## src/rtl/dpg_pkg.sv

```systemverilog
// Shared definitions for the discrete pulse generator: config address codes,
// CTRL bit positions and the per-channel state encoding.
// DPG_ONESHOT_EN adds the one-shot CTRL bit definition.
package dpg_pkg;

    // cfg_addr codes
    localparam logic [1:0] CFG_PERIOD = 2'd0;
    localparam logic [1:0] CFG_START  = 2'd1;
    localparam logic [1:0] CFG_STOP   = 2'd2;
    localparam logic [1:0] CFG_CTRL   = 2'd3;

    // CTRL bit indices
    localparam int CTRL_EN  = 0;
    localparam int CTRL_INV = 2;
`ifdef DPG_ONESHOT_EN
    localparam int CTRL_ONESHOT = 1;
`endif

    // Channel state encoding
    typedef enum logic [1:0] {
        ST_IDLE = 2'd0,
        ST_RUN  = 2'd1,
        ST_DONE = 2'd2
    } chan_state_t;

endpackage

```

## src/rtl/dpg_chan.sv

```systemverilog
// One pulse channel: shadow/active window registers, phase counter, state
// machine and registered outputs. With DPG_ONESHOT_EN defined, CTRL[1] stops
// the channel after one period and issues a done strobe.
module dpg_chan
    import dpg_pkg::*;
#(
    parameter int CW = 16
) (
    input  logic          clk_in,
    input  logic          rst_board,
    input  logic          ena,
    input  logic          sync_clr,
    input  logic          cfg_we,
    input  logic [1:0]    cfg_addr,
    input  logic [CW-1:0] cfg_wdata,
    output logic          pulse_out,
    output logic          pulse_rise,
    output logic          done
);

    localparam logic [CW-1:0] ONE = CW'(1);

    chan_state_t   state, state_n;
    logic [CW-1:0] sh_period, sh_start, sh_stop;
    logic [CW-1:0] act_period, act_start, act_stop;
    logic [CW-1:0] cnt, cnt_n;
    logic          en_q, inv_q;
    logic          win_q, win_n;
    logic          pulse_q, pulse_n, rise_q, rise_n;
    logic          load;
`ifdef DPG_ONESHOT_EN
    logic          oneshot_q;
    logic          go_done;
    logic          done_q;
`endif

    function automatic logic in_window(input logic [CW-1:0] c,
                                       input logic [CW-1:0] s,
                                       input logic [CW-1:0] e);
        return (c >= s) && (c < e);
    endfunction

    // Config writes land in shadow registers and the CTRL bits
    // NOTE: every clocked block uses non-blocking assignments so all registers
    // update together from pre-edge values; blocking here would create races.
    always_ff @(posedge clk_in or negedge rst_board) begin
        if (!rst_board) begin
            sh_period <= '0;
            sh_start  <= '0;
            sh_stop   <= '0;
            en_q      <= 1'b0;
            inv_q     <= 1'b0;
`ifdef DPG_ONESHOT_EN
            oneshot_q <= 1'b0;
`endif
        end else if (cfg_we) begin
            case (cfg_addr)
                CFG_PERIOD: sh_period <= cfg_wdata;
                CFG_START:  sh_start  <= cfg_wdata;
                CFG_STOP:   sh_stop   <= cfg_wdata;
                default: begin
                    en_q  <= cfg_wdata[CTRL_EN];
                    inv_q <= cfg_wdata[CTRL_INV];
`ifdef DPG_ONESHOT_EN
                    oneshot_q <= cfg_wdata[CTRL_ONESHOT];
`endif
                end
            endcase
        end
    end

    // Next state, counter and window evaluation for this cycle
    // NOTE: every output of this block gets a default first, so no path can
    // leave a signal unassigned and infer a latch.
    always_comb begin
        state_n = state;
        cnt_n   = cnt;
        load    = 1'b0;
        win_n   = win_q;
        pulse_n = pulse_q;
        rise_n  = 1'b0;
`ifdef DPG_ONESHOT_EN
        go_done = 1'b0;
`endif
        unique case (state)
            ST_IDLE: begin
                if (ena) begin
                    win_n = 1'b0;
                    if (en_q) begin
                        // The start cycle is count 0 of the first period, judged
                        // against the values being loaded now.
                        state_n = ST_RUN;
                        load    = 1'b1;
                        win_n   = in_window('0, sh_start, sh_stop);
                        cnt_n   = ((sh_period - ONE) == '0) ? '0 : ONE;
                    end
                    pulse_n = win_n ^ inv_q;
                    rise_n  = win_n & ~win_q;
                end
            end
            ST_RUN: begin
                if (!en_q && (ena || sync_clr)) begin
                    state_n = ST_IDLE;
                    cnt_n   = '0;
                    win_n   = 1'b0;
                    pulse_n = inv_q;
                end else if (sync_clr) begin
                    // Restart wins over a hold and over a same-cycle wrap
                    cnt_n   = '0;
                    load    = 1'b1;
                    win_n   = 1'b0;
                    pulse_n = inv_q;
                end else if (ena) begin
                    win_n   = in_window(cnt, act_start, act_stop);
                    pulse_n = win_n ^ inv_q;
                    rise_n  = win_n & ~win_q;
                    if (cnt == (act_period - ONE)) begin
                        cnt_n = '0;
                        load  = 1'b1;
`ifdef DPG_ONESHOT_EN
                        if (oneshot_q) begin
                            state_n = ST_DONE;
                            go_done = 1'b1;
                            win_n   = 1'b0;
                            pulse_n = inv_q;
                            rise_n  = 1'b0;
                        end
`endif
                    end else begin
                        cnt_n = cnt + ONE;
                    end
                end
            end
            ST_DONE: begin
                if (ena) begin
                    win_n   = 1'b0;
                    pulse_n = inv_q;
                    if (!en_q) state_n = ST_IDLE;
                end
            end
            default: state_n = ST_IDLE;
        endcase
    end

    // State register
    always_ff @(posedge clk_in or negedge rst_board) begin
        if (!rst_board) state <= ST_IDLE;
        else            state <= state_n;
    end

    // Counter, active window registers and output registers
    always_ff @(posedge clk_in or negedge rst_board) begin
        if (!rst_board) begin
            cnt        <= '0;
            act_period <= '0;
            act_start  <= '0;
            act_stop   <= '0;
            win_q      <= 1'b0;
            pulse_q    <= 1'b0;
            rise_q     <= 1'b0;
        end else begin
            cnt     <= cnt_n;
            win_q   <= win_n;
            pulse_q <= pulse_n;
            rise_q  <= rise_n;
            if (load) begin
                act_period <= sh_period;
                act_start  <= sh_start;
                act_stop   <= sh_stop;
            end
        end
    end

    assign pulse_out  = pulse_q;
    assign pulse_rise = rise_q;

`ifdef DPG_ONESHOT_EN
    // One-cycle strobe on entry to DONE
    always_ff @(posedge clk_in or negedge rst_board) begin
        if (!rst_board) done_q <= 1'b0;
        else            done_q <= go_done;
    end
    assign done = done_q;
`else
    assign done = 1'b0;
`endif

endmodule

```

## src/rtl/disc_pulse_gen.sv

```systemverilog
// Multi-channel programmable discrete-pulse generator. Decodes the channel
// select of the config port and replicates dpg_chan NCH times.
// DPG_ONESHOT_EN enables the one-shot mode and the done strobes.
module disc_pulse_gen
    import dpg_pkg::*;
#(
    parameter int NCH = 2,
    parameter int CW  = 16,
    localparam int CHW = (NCH > 1) ? $clog2(NCH) : 1
) (
    input  logic           clk_in,
    input  logic           rst_board,
    input  logic           ena,
    input  logic           sync_clr,
    input  logic           cfg_we,
    input  logic [CHW-1:0] cfg_ch,
    input  logic [1:0]     cfg_addr,
    input  logic [CW-1:0]  cfg_wdata,
    output logic [NCH-1:0] pulse_out,
    output logic [NCH-1:0] pulse_rise,
    output logic [NCH-1:0] done
);

    for (genvar i = 0; i < NCH; i++) begin : g_chan
        // Channel selects outside 0..NCH-1 match no channel and are dropped
        logic we_ch;
        assign we_ch = cfg_we && (cfg_ch == CHW'(i));

        dpg_chan #(.CW(CW)) u_chan (
            .clk_in     (clk_in),
            .rst_board  (rst_board),
            .ena        (ena),
            .sync_clr   (sync_clr),
            .cfg_we     (we_ch),
            .cfg_addr   (cfg_addr),
            .cfg_wdata  (cfg_wdata),
            .pulse_out  (pulse_out[i]),
            .pulse_rise (pulse_rise[i]),
            .done       (done[i])
        );
    end

endmodule

```

## config.mk

```make
export PLATFORM = sky130hd
export DESIGN_NAME = disc_pulse_gen
export DESIGN_NICKNAME = d
export VERILOG_FILES = /design/src/rtl/dpg_pkg.sv /design/src/rtl/dpg_chan.sv /design/src/rtl/disc_pulse_gen.sv
export SDC_FILE = /design/constraint.sdc
export NUM_CORES = 1
export LEC_CHECK = 0
export BUFFER_PORTS_ARGS = -buffer_cell sky130_fd_sc_hd__buf_4
export CAP_MARGIN = 10
export CORE_UTILIZATION = 65
export DETAILED_ROUTE_END_ITERATION = 6
export GPL_TIMING_DRIVEN = 0
export PLACE_DENSITY_LB_ADDON = 0.25
export REMOVE_ABC_BUFFERS = 1
export SYNTH_ARGS = -nofsm -noshare
export SYNTH_HDL_FRONTEND = slang
export SYNTH_SLANG_ARGS = --single-unit
```

## constraint.sdc

```tcl
create_clock -name clk_in -period 6.43 [get_ports clk_in]
set_input_delay 1.286 -clock clk_in [delete_from_list [all_inputs] [get_ports clk_in]]
set_output_delay 1.286 -clock clk_in [all_outputs]
set_load 0.02 [all_outputs]
```

Word-level counts from Yosys, hierarchy flattened
Cells that the tools add are included.
{ "word_totals": {"reg_bits": 238, "inputBits": 24, "out_inout_bits": 6, "wordCells": 188} }
{ "classes": {"add_sub_neg": 6, "n_lt_le_gt_ge": 8, "eq_ne": 20, "muxes": 81, "bitwise_logic": 12, "reduce_logical": 35} }
{ "ops": {"columns": ["cell", "count"], "rows": [
  ["$mux 16", 12],
  ["$pmux 16 s2", 2],
  ["$sub 16x1->16 const B", 4],
  ["$mux 1", 47],
  ["$add 16x1->16 const B", 2],
  ["$eq 16x16->1", 2],
  ["$ge 1x16->1 const A", 2],
  ["$ge 16x16->1", 2],
  ["$logic_not 16->1", 2],
  ["$lt 1x16->1 const A", 2],
  ["$lt 16x16->1", 2],
  ["$mux 2", 10],
  ["$reduce_and 2->1", 8],
  ["$reduce_and 4->1", 4],
  ["$ne 2x2->1 const B", 6],
  ["$pmux 1 s3", 4],
  ["$pmux 2 s3", 2],
  ["$reduce_and 5->1", 2],
  ["$logic_and 1x1->1", 8],
  ["$ne 2x1->1 const B", 4],
  ["$ne 4x3->1 const B", 2],
  ["$pmux 1 s2", 4],
  ["$eq 2x1->1 const B", 3],
  ["$eq 2x2->1 const B", 3],
  ["9 further kinds", 23]
]} }

Logic depth before layout (Yosys ltp)
Gate-level depths: netlist (run 1).
{ "logic_depth": {"ltp_word": 8, "ltp_mapped": 12} }

By module
From an unflattened synthesis (run 1), not the netlist that was laid out.
{ "unflattened": {"hier_cells": 1107, "hier_area_um2": 12839.8} }
{ "by_module_without_submodules": {"columns": ["mod", "n_inst", "cells_each", "area_per_inst_um2", "seq_area_each_um2"], "rows": [
  ["dpg_chan at g_chan[0].u_chan", 1, 554, 6447.4, 2952.8],
  ["dpg_chan at g_chan[1].u_chan", 1, 551, 6376.1, 2952.8],
  ["disc_pulse_gen", 1, 2, 16.3, 0.0]
]} }

Least setup slack after synthesis (run 1)
Ideal clock, no wire load.
{ "synth_timing": {"path_type": "reg-to-reg", "startpoint": "register g_chan[0].u_chan.act_period[0]", "endpoint": "register g_chan[0].u_chan.act_period[15]", "setup_ns": 0.128, "arrival_time_ns": 2.937, "t_required_ns": 6.302, "path_slack_ns": 3.365, "path_stages_with_launch": 13, "path_buffers": 3, "path_cell_list": "dfrtp_1 -> inv_1 -> ha_1 -> or3b_1 -> clkbuf_1 -> nor3_1 -> or4b_2 -> a32oi_1 -> nand4_1 -> a31oi_1 -> buf_2 -> buf_4 -> mux2_1"} }
{ "synth_between": {"elab_chain_cells": 7} }
{ "synth_lines": {"columns": ["item", "line_no", "source"], "rows": [
  ["from (decl)", "dpg_chan.sv:25", "logic [CW-1:0] act_period, act_start, act_stop;"],
  ["from (signal assigned)", "dpg_chan.sv:167", "act_period <= sh_period;"],
  ["$sub 16x1->16", "dpg_chan.sv:117", "if (cnt == (act_period - ONE)) begin"],
  ["$eq 16x16->1", "dpg_chan.sv:117", null],
  ["$mux 1", "dpg_chan.sv:117", null],
  ["$mux 1", "dpg_chan.sv:113", "end else if (ena) begin"],
  ["$mux 1", "dpg_chan.sv:107", "end else if (sync_clr) begin"],
  ["$mux 1", "dpg_chan.sv:102", "if (!en_q && (ena || sync_clr)) begin"],
  ["$pmux 1 s2", "dpg_chan.sv:85", "unique case (state)"]
]} }
Every way passes these cells.
A chain may end at the register's enable or synchronous reset.

Final worst setup path (run 1)
{ "layout_timing": {"startpoint": "register g_chan[1].u_chan.act_period[2]", "endpoint": "register g_chan[1].u_chan.act_period[0]"} }
{ "layout_between": {"elab_chain_cells": 7} }
{ "layout_lines": {"columns": ["item", "line_no"], "rows": [
  ["from (decl)", "dpg_chan.sv:25"],
  ["from (signal assigned)", "dpg_chan.sv:167"],
  ["$sub 16x1->16", "dpg_chan.sv:117"],
  ["$eq 16x16->1", "dpg_chan.sv:117"],
  ["$mux 1", "dpg_chan.sv:117"],
  ["$mux 1", "dpg_chan.sv:113"],
  ["$mux 1", "dpg_chan.sv:107"],
  ["$mux 1", "dpg_chan.sv:102"],
  ["$pmux 1 s2", "dpg_chan.sv:85"]
]} }
Every way passes these cells.

==> reports/metrics.cfg, run 1 <==
[die]
ioPinCount = 30
std_cell_rows = 50
die_extent_in_y_um = 141
die-area_mm2 = 0.0198
core_region_area_mm2 = 0.0188
starting_utilization_of_the_core_area_pct = 66.6
die_w_um = 141

[power_and_ir_drop]
power_per_cell_area_mw_per_mm2 = 391
power_leakage_nw = 6.26
total_power_mw = 5.47
peakVddDrop_v = 0.000281

[cells_and_area]
design.final.nets = 1219
design_area_mm2 = 0.0140
antennaDiodeCount = 0
most_frequent_standard_cell_in_the_layout_excluding_fill_and_tap_cells = sky130_fd_sc_hd__dfrtp_1
final_cell_mix = sky130_fd_sc_hd__dfrtp_1, sky130_fd_sc_hd__mux2_2, sky130_fd_sc_hd__inv_1
post_route_cells_drive_above_1_share_pct = 22.3
area.growth.synth_to_final_pct = 11.7
n_fill_cell = 1266

[timing]
fmax_mhz = 214
timing_max_transition_violations_final = 0
layout_worst_path_cycle_share_pct = 72.7
timing.clock.skew_ns = 0.0104
fin_tns_setup_ns = 0
finalHoldWorstSlack_ns = 0.465
rsz0062_at_grt = false
post-route-min-period_ns = 4.67
timing_hold_violations_final = 0
timing.slew.headroom_pct = 19.8
tightest_slew_ns = 1.19
report.final.setup_viol = 0

[cts]
cts_tree = yes
cts_num_sinks = 236
clk-insertion-delay-late_ns = 0.52
cts.path.max_buffers = 3
cts-buffers-inserted = 26
buffer_cell_driving_the_clock_tree_root = sky130_fd_sc_hd__clkbuf_16
total_setup_buffers_inserted_after_cts = 0
h-tree-depth = 1
cts.clk_slew.worst_paths_ns = 0.06
cts_resized = 0
hold_buffers = 0

[yosys]
netlist.top_cell.by_area = sky130_fd_sc_hd__dfrtp_1
synth.distinct_cells = 63
synthesis.area_mm2 = 0.0125
postSynth.topFlopCell = sky130_fd_sc_hd__dfrtp_1
synth.yosys.warnings = 0
ys_ff_latch = 236
post-synth-top-area-fraction_pct = 47.2
synthCells = 1106
synth_async_sr_flop_share_pct = 100
ys_seq_area_share_pct = 47.2
netlist_top_cells_area = sky130_fd_sc_hd__dfrtp_1, sky130_fd_sc_hd__mux2_2, sky130_fd_sc_hd__ha_1
synth_area_per_cell_um2 = 11.3
synth-edff-count = 0

[grt]
grt_first_pass_wirelength_um = 48100
largest_net_degree_at_the_start_of_global_routing = 104
via_count_of_the_first_global_routing_pass = 8822
antenna_found_initial = 0
globalRouteTotalUtil_pct = 31.4
grt.overflow.total = 0

[worst_setup_path]
critPathMaxStageDelay_ns = 0.86
endpoint_kind_of_the_worst_setup_timing_path = flip-flop
path_cells = nor4_2, nand4_1, or4_1, o211ai_1, nand4_1, a311oi_4, buf_6, buf_8, buf_8, mux2_2
cp.required_ns = 6.83
path_class = flip-flop to flip-flop
startpoint_type = flip-flop
timing.critical_path.arrival_ns = 5.07
slowest_stage = sky130_fd_sc_hd__nor4_2
crit_fanout = 17

[detailed_routing]
routed_wire_length_per_instance_um = 21.5
vias_per_cell = 6.44
firstDrtPassIters = 6
drt_drc_violations_left = 0
detailroute.via_count = 8901
postRouteAntennaNets = 0
drt_wl_total_um = 29700
detailedRoute.firstIterationViolations = 800

[place]
gp_congestion = 0.940
placed_cell_area_mm2 = 0.0131
port-buffer-count = 27
detailed_place_hpwl_um = 21100

[run]
maxCapViolCount = 0

[run_status]
status = finished, final reports clean

[worst_hold_path]
tightest_hold_check_type = flip-flop to flip-flop

## final cells by class
| cell class | instances | area, um^2 | area share, % |
|---|---|---|---|
| multi-input combinational | 741 | 6120 | 43.8 |
| sequential | 236 | 5910 | 42.3 |
| clock buffer | 37 | 753 | 5.39 |
| timing repair buffer | 40 | 422 | 3.02 |
| inverter | 84 | 315 | 2.26 |
| tap | 234 | 293 | 2.10 |
| clock inverter | 10 | 155 | 1.11 |
## synthesized netlist by cell type, types with 7 or more instances
| library cell | number |
|---|---|
| sky130_fd_sc_hd__a21o_1 | 17 |
| sky130_fd_sc_hd__a21oi_1 | 26 |
| sky130_fd_sc_hd__a22oi_1 | 7 |
| sky130_fd_sc_hd__a31oi_1 | 11 |
| sky130_fd_sc_hd__and3_1 | 12 |
| sky130_fd_sc_hd__buf_2 | 8 |
| sky130_fd_sc_hd__buf_4 | 9 |
| sky130_fd_sc_hd__clkbuf_1 | 26 |
| sky130_fd_sc_hd__dfrtp_1 | 236 |
| sky130_fd_sc_hd__ha_1 | 66 |
| sky130_fd_sc_hd__inv_1 | 84 |
| sky130_fd_sc_hd__mux2_1 | 40 |
| sky130_fd_sc_hd__mux2_2 | 157 |
| sky130_fd_sc_hd__nand2_1 | 49 |
| sky130_fd_sc_hd__nand2b_1 | 11 |
| sky130_fd_sc_hd__nand3_1 | 29 |
| sky130_fd_sc_hd__nand4_1 | 23 |
| sky130_fd_sc_hd__nor2_1 | 41 |
| sky130_fd_sc_hd__nor3_1 | 20 |
| sky130_fd_sc_hd__nor3b_1 | 8 |
| sky130_fd_sc_hd__nor4_1 | 31 |
| sky130_fd_sc_hd__o211ai_1 | 10 |
| sky130_fd_sc_hd__o21ai_0 | 19 |
| sky130_fd_sc_hd__o22ai_1 | 7 |
| sky130_fd_sc_hd__o31ai_1 | 8 |
| sky130_fd_sc_hd__or3_1 | 9 |
| sky130_fd_sc_hd__or4_1 | 9 |
| sky130_fd_sc_hd__xnor2_1 | 27 |
| sky130_fd_sc_hd__xor2_1 | 16 |
## kinds of logic (layout without fill, tap and decap cells)
kind of cell    after synthesis  in the layout  synth area share, %
compound gates              147            147                 8.15
simple gates                281            281                 12.5
other cells                   1              2               0.0300
xor+xnor                     43             43                 3.01
buf+inv                     130            171                 4.37
flops                       236            236                 47.2
mux                         202            202                 18.1
fa+ha+maj                    66             66                 6.60
## metrics by stage
stage	util, %	setup WS (ns)	instances
2_1_floorplan	-	-0.464	1061
3_3_place_gp	68.0	-3.13	1322
3_5_place_dp	69.6	1.86	1335
4_1_cts	74.4	1.84	1382
5_1_grt	74.4	1.47	1382
6_report	74.4	1.76	1382
## layer usage
metal  wire, um  GRT usage [%]  part of all wire, %  up-vias
met4        642           7.38                  2.2        0
met3       1990           5.50                  6.7       48
met1      13500           46.1                   46     4483
li1           -              -                    -     4104
met5          0              0                    0        -
met2      13500           49.0                   46      266
## where the power goes
group          total, mW  internal [mW]  switching, mW
registers           2.37           1.94          0.426
logic               1.54          0.765          0.770
clock network       1.56          0.972          0.590
## registers in the layout, summed over array words and instances (netlist names), 32 cells and up
signal                    cells
g_chan.u_chan.act_stop       32
g_chan.u_chan.sh_period      32
g_chan.u_chan.sh_start       32
g_chan.u_chan.sh_stop        32
g_chan.u_chan.act_period     32
g_chan.u_chan.cnt            32
g_chan.u_chan.act_start      32
## worst max-delay path: cells and delay by family (launching register included)
kind | cells | cell delay, ns
simple gates | 4 | 2.19
compound gates | 2 | 0.92
buf+inv | 3 | 0.62
flops | 1 | 0.46
mux | 1 | 0.35
## final timing paths
kind                                                            start                                          to  slack (ns)  cells after the start
min in group asynchronous                                   rst_board   g_chan[1].u_chan.act_stop[13]$_DFFE_PN0P_        0.62                      1
max in group asynchronous                                   rst_board     g_chan[1].u_chan.sh_stop[2]$_DFFE_PN0P_        4.56                      3
hold reg to reg                    g_chan[0].u_chan.win_q$_DFFE_PN0P_       g_chan[0].u_chan.pulse_rise$_DFF_PN0_        0.47                      1
setup reg to reg           g_chan[1].u_chan.act_period[2]$_DFFE_PN0P_  g_chan[1].u_chan.act_period[0]$_DFFE_PN0P_        1.76                     10
hold / removal                     g_chan[0].u_chan.win_q$_DFFE_PN0P_       g_chan[0].u_chan.pulse_rise$_DFF_PN0_        0.47                      1
setup / recovery           g_chan[1].u_chan.act_period[2]$_DFFE_PN0P_  g_chan[1].u_chan.act_period[0]$_DFFE_PN0P_        1.76                     10
Power figures use the tool's default switching activity.
==> inputs of run 2 (changes only) <==
CORE_UTILIZATION = 63   (was 65)
clock period = 4.7 ns   (was 6.43 ns; I/O delays follow)
==> run 2 against run 1 <==
Against the previous run: global-route usage shrank 1.5 points; sequential cell count is the same; largest power group unchanged; clock-buffer cell count shrank 1; critical path depth shrank 1; sequential share of layout area is essentially flat; total power grew 36%.
==> reports/metrics.cfg, run 2 (synthesized netlist as in run 1, its figures left out) <==
[die]
core_region_area_mm2 = 0.0195
die_w_um = 143
die_extent_in_y_um = 143
ioPinCount = 30
die-area_mm2 = 0.0204
starting_utilization_of_the_core_area_pct = 64.2
std_cell_rows = 51

[power_and_ir_drop]
peakVddDrop_v = 0.000363
switching_share_pct = 33.0
power_leakage_nw = 6.26
power_per_cell_area_mw_per_mm2 = 532
power.share.combinational_pct = 28.2
power_frac_seq_pct = 43.7
p_sw_mw = 2.45
power.clock.fraction_pct = 28.1
p_int_mw = 4.98
total_power_mw = 7.43

[grt]
globalRouteTotalUtil_pct = 29.9
largest_net_degree_at_the_start_of_global_routing = 125
antenna_found_initial = 0
grt_first_pass_wirelength_um = 46900
via_count_of_the_first_global_routing_pass = 8613
grt.overflow.total = 0

[detailed_routing]
detailroute.via_count = 8884
routed_wire_length_per_instance_um = 20.7
drt_drc_violations_left = 0
detailedRoute.firstIterationViolations = 781
postRouteAntennaNets = 0
drt_wl_total_um = 29100
vias_per_cell = 6.30
firstDrtPassIters = 5

[cells_and_area]
design.final.nets = 1216
post_route_cells_drive_above_1_share_pct = 22.4
design_area_mm2 = 0.0140
antennaDiodeCount = 0
most_frequent_standard_cell_in_the_layout_excluding_fill_and_tap_cells = sky130_fd_sc_hd__dfrtp_1
area.growth.synth_to_final_pct = 11.7
final_cell_mix = sky130_fd_sc_hd__dfrtp_1, sky130_fd_sc_hd__mux2_2, sky130_fd_sc_hd__inv_1

[cts]
h-tree-depth = 1
cts-buffers-inserted = 25
total_setup_buffers_inserted_after_cts = 0
cts_num_sinks = 236
cts.clk_slew.worst_paths_ns = 0.07
cts.path.max_buffers = 3
cts_tree = yes
hold_buffers = 0
buffer_cell_driving_the_clock_tree_root = sky130_fd_sc_hd__clkbuf_16
cts_resized = 0
clk-insertion-delay-late_ns = 0.53

[worst_setup_path]
path_class = flip-flop to flip-flop
startpoint_type = flip-flop
crit_fanout = 12
critical_path.top_delay_family = simple AND/OR/NAND/NOR gates
path_cells = nor4_4, nand4_1, or4_1, o211ai_1, nand4_1, a311oi_4, buf_8, buf_6, mux2_1
slowest_stage = sky130_fd_sc_hd__a311oi_4
cp.required_ns = 5.10
cp_common_cell = sky130_fd_sc_hd__nand4_1
critical_path.n_buffers_inverters = 2
timing.critical_path.arrival_ns = 4.67
critPathMaxStageDelay_ns = 0.85
endpoint_kind_of_the_worst_setup_timing_path = flip-flop

[place]
placed_cell_area_mm2 = 0.0131
detailed_place_hpwl_um = 20600
gp_congestion = 0.878
port-buffer-count = 27
place_ws_ns = 0.160

[timing]
finalHoldWorstSlack_ns = 0.279
timing_max_transition_violations_final = 0
tightest_slew_ns = 1.23
timing.slew.headroom_pct = 17.0
report.final.setup_viol = 0
layout_worst_path_cycle_share_pct = 91.0
final_critical_path_setup_slack_ns = 0.423
timing.clock.skew_ns = 0.0134
fin_tns_setup_ns = 0
post-route-min-period_ns = 4.28
fmax_mhz = 234
timing_hold_violations_final = 0
rsz0062_at_grt = false

[run]
maxCapViolCount = 0

[run_status]
status = finished, final reports clean

[worst_hold_path]
tightest_hold_check_type = input pin to asynchronous set/reset pin

run 2: through the flow:
stage	instances	util (%)
finish	1410	71.8
detailed placement	1364	67.2
floorplan	1061	-
global placement	1353	65.8
global route	1410	71.8
CTS	1410	71.7
run 2: final timing paths:
path | from | to | slack (ns) | depth (start not counted)
setup / recovery | g_chan[1].u_chan.act_period[2]$_DFFE_PN0P_ | g_chan[1].u_chan.act_start[12]$_DFFE_PN0P_ | 0.42 | 9
hold / removal | rst_board | g_chan[1].u_chan.cnt[13]$_DFFE_PN0P_ | 0.28 | 1
setup reg to reg | g_chan[1].u_chan.act_period[2]$_DFFE_PN0P_ | g_chan[1].u_chan.act_start[12]$_DFFE_PN0P_ | 0.42 | 9
hold reg to reg | g_chan[0].u_chan.win_q$_DFFE_PN0P_ | g_chan[0].u_chan.pulse_rise$_DFF_PN0_ | 0.45 | 1
max in group asynchronous | rst_board | g_chan[0].u_chan.cnt[10]$_DFFE_PN0P_ | 3.19 | 3
min in group clk_in | g_chan[0].u_chan.win_q$_DFFE_PN0P_ | g_chan[0].u_chan.pulse_rise$_DFF_PN0_ | 0.45 | 1
run 2: power groups by stage:
| stage | Sequential, mW | Clock, mW | Combinational, mW |
|---|---|---|---|
| floorplan | 3.05 | 0 | 1.56 |
| global placement | 3.21 | 0 | 1.93 |
| detailed placement | 3.25 | 0 | 2.05 |
| CTS | 3.23 | 2.11 | 2.08 |
| global route | 3.33 | 2.19 | 2.33 |
| finish | 3.25 | 2.09 | 2.09 |
run 2: worst register-to-register path: cells and delay by family (launching register included):
| kind | cells | cell delay (ns) |
|---|---|---|
| muxes | 1 | 0.35 |
| buffers and inverters | 2 | 0.42 |
| DFF | 1 | 0.47 |
| AOI/OAI and AO/OA | 2 | 1.07 |
| and+or+nand+nor | 4 | 1.84 |
run 2: final cells by class:
| cell class | count | area, um^2 |
|---|---|---|
| clock buffers | 36 | 757 |
| clock inverters | 10 | 129 |
| fillers | 1380 | 5490 |
| inverters | 84 | 315 |
| multi-input cells | 741 | 6130 |
| flip-flops and latches | 236 | 5910 |
| well taps | 265 | 332 |
| repair buffers | 38 | 399 |
run 2: metal layers:
layer	global-route usage [%]	share of wire [%]	vias up
met5	0	0	-
met4	7.02	2.3	0
met3	3.79	4.7	38
met2	46.4	46	242
met1	44.8	47	4526
li1	-	-	4078
